$ cat src/rtl/pipeline_ctrl.sv
// Stall / flush / forward sequencer for the 3-stage RV32 pipeline (F -> DX -> MW).
// Stall and bubble outputs are combinational from state and inputs; forward selects,
// the timeout flag and the stall counter are registered.
module pipeline_ctrl #(
    parameter int unsigned TIMEOUT = 256,
    parameter int unsigned CNT_W   = 32
) (
    input  logic             clk,
    input  logic             rst_n,
    input  logic             hazard_dx_ra,
    input  logic             hazard_dx_rb,
    input  logic             hazard_mw_ra,
    input  logic             hazard_mw_rb,
    input  logic             dx_is_load,
    input  logic             dx_redirect,
    input  logic             imem_busy,
    input  logic             dmem_busy,
    output logic             f_stall,
    output logic             dx_stall,
    output logic             mw_stall,
    output logic             dx_bubble,
    output logic [1:0]       fwd_a_sel,
    output logic [1:0]       fwd_b_sel,
    output logic             mem_timeout,
    output logic [CNT_W-1:0] stall_cnt
);

    localparam int unsigned WAIT_W = $clog2(TIMEOUT);
    localparam logic [WAIT_W-1:0] WAIT_LAST = WAIT_W'(TIMEOUT - 1);

    localparam logic [1:0] ST_RUN      = 2'd0;
    localparam logic [1:0] ST_MEM_WAIT = 2'd1;
    localparam logic [1:0] ST_FLUSH    = 2'd2;

    localparam logic [1:0] SEL_RF = 2'd0;
    localparam logic [1:0] SEL_MW = 2'd1;
    localparam logic [1:0] SEL_WB = 2'd2;

    logic [1:0]        state_q;
    logic [1:0]        state_d;
    logic              redirect_pend_q;
    logic              redirect_pend_d;
    logic [WAIT_W-1:0] wait_cnt_q;
    logic [WAIT_W-1:0] wait_cnt_d;
    logic              mem_timeout_d;
    logic [1:0]        fwd_a_d;
    logic [1:0]        fwd_b_d;
    logic [CNT_W-1:0]  stall_cnt_d;
    logic              load_use_c;
    logic [1:0]        sel_a_c;
    logic [1:0]        sel_b_c;

    // Hazard decode: load-use detection and per-operand forward source (DX beats MW)
    assign load_use_c = dx_is_load & (hazard_dx_ra | hazard_dx_rb);
    assign sel_a_c    = hazard_dx_ra ? SEL_MW : (hazard_mw_ra ? SEL_WB : SEL_RF);
    assign sel_b_c    = hazard_dx_rb ? SEL_MW : (hazard_mw_rb ? SEL_WB : SEL_RF);

    // State and registered outputs
    always_ff @(posedge clk or negedge rst_n) begin
        if (!rst_n) begin
            state_q         <= ST_RUN;
            redirect_pend_q <= 1'b0;
            wait_cnt_q      <= '0;
            mem_timeout     <= 1'b0;
            fwd_a_sel       <= SEL_RF;
            fwd_b_sel       <= SEL_RF;
            stall_cnt       <= '0;
        end else begin
            state_q         <= state_d;
            redirect_pend_q <= redirect_pend_d;
            wait_cnt_q      <= wait_cnt_d;
            mem_timeout     <= mem_timeout_d;
            fwd_a_sel       <= fwd_a_d;
            fwd_b_sel       <= fwd_b_d;
            stall_cnt       <= stall_cnt_d;
        end
    end

    // Next state, stall/bubble generation and registered-output next values
    always_comb begin
        state_d         = state_q;
        redirect_pend_d = redirect_pend_q;
        wait_cnt_d      = wait_cnt_q;
        mem_timeout_d   = mem_timeout;
        fwd_a_d         = fwd_a_sel;
        fwd_b_d         = fwd_b_sel;
        stall_cnt_d     = stall_cnt;
        f_stall         = 1'b0;
        dx_stall        = 1'b0;
        mw_stall        = 1'b0;
        dx_bubble       = 1'b0;

        case (state_q)
            ST_RUN: begin
                if (dmem_busy) begin
                    f_stall         = 1'b1;
                    dx_stall        = 1'b1;
                    mw_stall        = 1'b1;
                    state_d         = ST_MEM_WAIT;
                    redirect_pend_d = dx_redirect;
                    wait_cnt_d      = '0;
                end else if (dx_redirect) begin
                    dx_bubble = 1'b1;
                end else if (load_use_c || imem_busy) begin
                    f_stall   = 1'b1;
                    dx_bubble = 1'b1;
                end
            end
            ST_MEM_WAIT: begin
                if (dmem_busy) begin
                    f_stall  = 1'b1;
                    dx_stall = 1'b1;
                    mw_stall = 1'b1;
                    if (wait_cnt_q == WAIT_LAST) begin
                        mem_timeout_d = 1'b1;
                    end else begin
                        wait_cnt_d = wait_cnt_q + WAIT_W'(1);
                    end
                end else begin
                    wait_cnt_d = '0;
                    state_d    = redirect_pend_q ? ST_FLUSH : ST_RUN;
                end
            end
            ST_FLUSH: begin
                // The wrong-path DX instruction is replaced by a NOP even if memory
                // stalls, so DX is reloaded rather than held.
                dx_bubble       = 1'b1;
                redirect_pend_d = 1'b0;
                state_d         = ST_RUN;
                if (dmem_busy) begin
                    f_stall         = 1'b1;
                    mw_stall        = 1'b1;
                    state_d         = ST_MEM_WAIT;
                    redirect_pend_d = dx_redirect;
                    wait_cnt_d      = '0;
                end
            end
            default: begin
                state_d = ST_RUN;
            end
        endcase

        if (!dx_stall) begin
            fwd_a_d = dx_bubble ? SEL_RF : sel_a_c;
            fwd_b_d = dx_bubble ? SEL_RF : sel_b_c;
        end

        if (f_stall && (stall_cnt != '1)) begin
            stall_cnt_d = stall_cnt + CNT_W'(1);
        end

        // Combinational outputs read as idle while reset is asserted
        if (!rst_n) begin
            f_stall   = 1'b0;
            dx_stall  = 1'b0;
            mw_stall  = 1'b0;
            dx_bubble = 1'b0;
        end
    end

endmodule

$ cat config.mk
export PLATFORM = sky130hd
export DESIGN_NAME = pipeline_ctrl
export DESIGN_NICKNAME = d
export VERILOG_FILES = /design/src/rtl/pipeline_ctrl.sv
export SDC_FILE = /design/constraint.sdc
export NUM_CORES = 1
export LEC_CHECK = 0
export ABC_AREA = 1
export BUFFER_PORTS_ARGS = -buffer_cell sky130_fd_sc_hd__buf_4
export CAP_MARGIN = 10
export CORE_MARGIN = 4
export CORE_UTILIZATION = 50
export CTS_CLUSTER_DIAMETER = 120
export DETAILED_ROUTE_END_ITERATION = 12
export PLACE_DENSITY_LB_ADDON = 0.2
export SLEW_MARGIN = 20
export SYNTH_ARGS = -nofsm -noshare
export SYNTH_HDL_FRONTEND = slang
export SYNTH_SLANG_ARGS = --single-unit
$ cat constraint.sdc
create_clock -name clk -period 4.1 [get_ports clk]
set_input_delay 0.615 -clock clk [delete_from_list [all_inputs] [get_ports clk]]
set_output_delay 0.615 -clock clk [all_outputs]
set_load 0.02 [all_outputs]
==> results.yml <==
clock_network:
  clk_latency_ns: 0.30
  cts_root_buf: "clkbuf_8"
  clk_path_buf_depth: 2
  postCtsSetupRepairBufs: 0
  cts_resized: 0
  numCtsBuffers: 5
  clock-sinks: 48
  cts.clk_slew.worst_paths_ns: 0.09
  ctsHoldBuffers: 0
  cts_tree: "done"
  h-tree-depth: 2
cells_and_area:
  area_growth_syn_to_layout_pct: 14.9
  antennaDiodeCount: 0
  multi_input_area_um2: 1780
  nets: 556
  regArea_um2: 1200
  fin_cells: 618
  layout-drive-gt1-share_pct: 15.2
  num-fill-cells: 604
  fin_area_um2: 3730
power_and_ir_drop:
  leakage_nw: 1.86
  power_mw: 1.54
  powerDensity_nw_per_um2: 413
  worst_ir_drop_vdd_mv: 0.302
flow_run:
  maxCapViolations: 0
routing:
  remaining_drc_errors: 0
  wire_per_inst_um: 12.3
  firstDrtPassIters: 4
  num_vias: 3096
  viasPerCell: 5.01
  routed_wl_um: 7600
  drt_iter0_drc: 137
  postRouteAntennaNets: 0
global_route:
  antenna_found_initial: 0
  grt_usage_pct: 20.8
  grt_pass1_vias: 2957
  grt_start_max_net_pins: 50
  grt-ovfl-total: 0
  grt_pass1_wl_um: 13000
critical_path:
  critPathLaunchType: "flip-flop"
  critPathRequiredTime_ns: 3.48
  critPathKind: "reg2out"
  crit_path_end_kind: "output port"
  cp.arrival_ns: 1.86
  crit_fanout: 9
  reg2reg_slack_ns: 1.70
die:
  dieArea_um2: 7850
  die_w_um: 88.6
  fp-row-count: 29
  core_um2: 6310
  die_y_um: 88.6
  io_pins: 51
  initial_core_util_pct: 51.4
synthesis:
  ys_seq_area_share_pct: 37.0
  ys_ff_latch: 48
  synth_top_area_cell: "dfrtp_1"
  synthFlopType: "dfrtp_1"
  ys_async_sr_fraction_pct: 100
  synthCells: 492
  netlist_top_cells_count: "nand2_1, nor2_1, inv_1"
  yosys-top-cells-area: "dfrtp_1, nand2_1, nor2_1, nand3_1, inv_1"
  syn-cell-area_um2: 3250
  avgSynthCellArea_um2: 6.60
  synth.net_count: 508
  synth_edf_count: 0
  yosys_warnings: 0
  synth.distinct_cells: 29
  yosys.area.top_type_share_pct: 37.0
  yosysMostFrequentCell: "nand2_1"
outcome:
  status: "complete, no violations"
timing:
  slew_headroom_pct: 51.4
  hold_violations: 0
  drv_slew: 0
  post-route-period-util_pct: 60.5
  fmax_ghz: 0.403
  setup_viol: 0
  rsz0062_at_grt: "false"
  period_needed_ns: 2.48
  clock_skew_ns: 0.00492
  tns_ns: 0
  worst_pin_slew_ns: 0.728
  setup_ws_ns: 1.62
place:
  post_dp_cell_area_um2: 3640
  io_buffers: 50
  routabilityCongestion: 0.892
  dp_hpwl_um: 5810
  pre_cts_ws_ns: 1.75
  placed_cells: 610
worst_hold_path:
  hold_class: "in2async"
[worst paths after layout]
path | startpoint | to | cells past startpoint
worst min register to register | mem_timeout$_DFFE_PN0P_ | mem_timeout$_DFFE_PN0P_ | 2
worst max-delay path | state_q[0]$_DFFE_PN0P_ | dx_stall | 5
max in group asynchronous | rst_n | stall_cnt[17]$_DFFE_PN0P_ | 1
min in group clk | mem_timeout$_DFFE_PN0P_ | mem_timeout$_DFFE_PN0P_ | 2
worst max register to register | state_q[0]$_DFFE_PN0P_ | stall_cnt[28]$_DFFE_PN0P_ | 9
worst min-delay path | rst_n | stall_cnt[2]$_DFFE_PN0P_ | 1
[logic make-up after synthesis]
family,synth area share [%]
adders and majority gates,2.31
buffers and inverters,8.29
xor gates and xnor gates,3.24
and+or+nand+nor,44.1
AOI/OAI and AO/OA,5.05
DFF,37.0
[per-stage QoR]
step	utilization (%)	hold slack, ns
global placement	57.6	0.451
CTS	59.1	0.349
floorplan	-	0.319
finish	59.1	0.318
global route	59.1	0.370
detailed placement	57.6	0.472
[power by group]
part           internal, mW  switching, mW
sequential            0.536         0.0666
clock                 0.135          0.165
combinational         0.201          0.435
total                 0.873          0.666
[final cells by class]
cell class,count,area share [%]
clock buffers,6,2.21
clock inverters,2,0.268
multi-input cells,385,47.6
repair buffers,50,10.1
well taps,77,2.58
inverters,50,5.03
flip-flops and latches,48,32.2
[critical path: stages, from the launching register on]
cell	delay (ns)
dfrtp_1	0.39
inv_1	0.10
ha_1	0.27
o21ai_1	0.53
nor2_1	0.08
buf_4	0.18
[metal layers]
layer  GRT usage (%)  up-vias  wire [µm]
met5               0        -          0
met4            7.97        0        172
met3            2.61       14        254
met2            37.0       56       3780
met1            25.6     1409       3400
li1                -     1617          -
[flip-flops by register name, summed over array words and instances, names as in the netlist]
register	count
fwd_a_sel	2
fwd_b_sel	2
mem_timeout	1
redirect_pend_q	1
stall_cnt	32
state_q	2
wait_cnt_q	8
[layout by cell type, fill, tap and decap left out, types with 3 or more instances in the layout]
| cell type | netlist | final |
|---|---|---|
| a21oi_1 | 3 | 3 |
| buf_4 | 1 | 50 |
| clkbuf_8 | 0 | 6 |
| dfrtp_1 | 48 | 48 |
| ha_1 | 6 | 6 |
| inv_1 | 49 | 49 |
| nand2_1 | 211 | 211 |
| nand2_2 | 12 | 12 |
| nand3_1 | 39 | 39 |
| nand3b_1 | 3 | 3 |
| nor2_1 | 58 | 58 |
| nor2_2 | 3 | 3 |
| o21ai_0 | 18 | 18 |
| o22ai_1 | 6 | 6 |
| xnor2_1 | 5 | 5 |
| xor2_1 | 7 | 7 |
(Power assumes the default switching activity.)
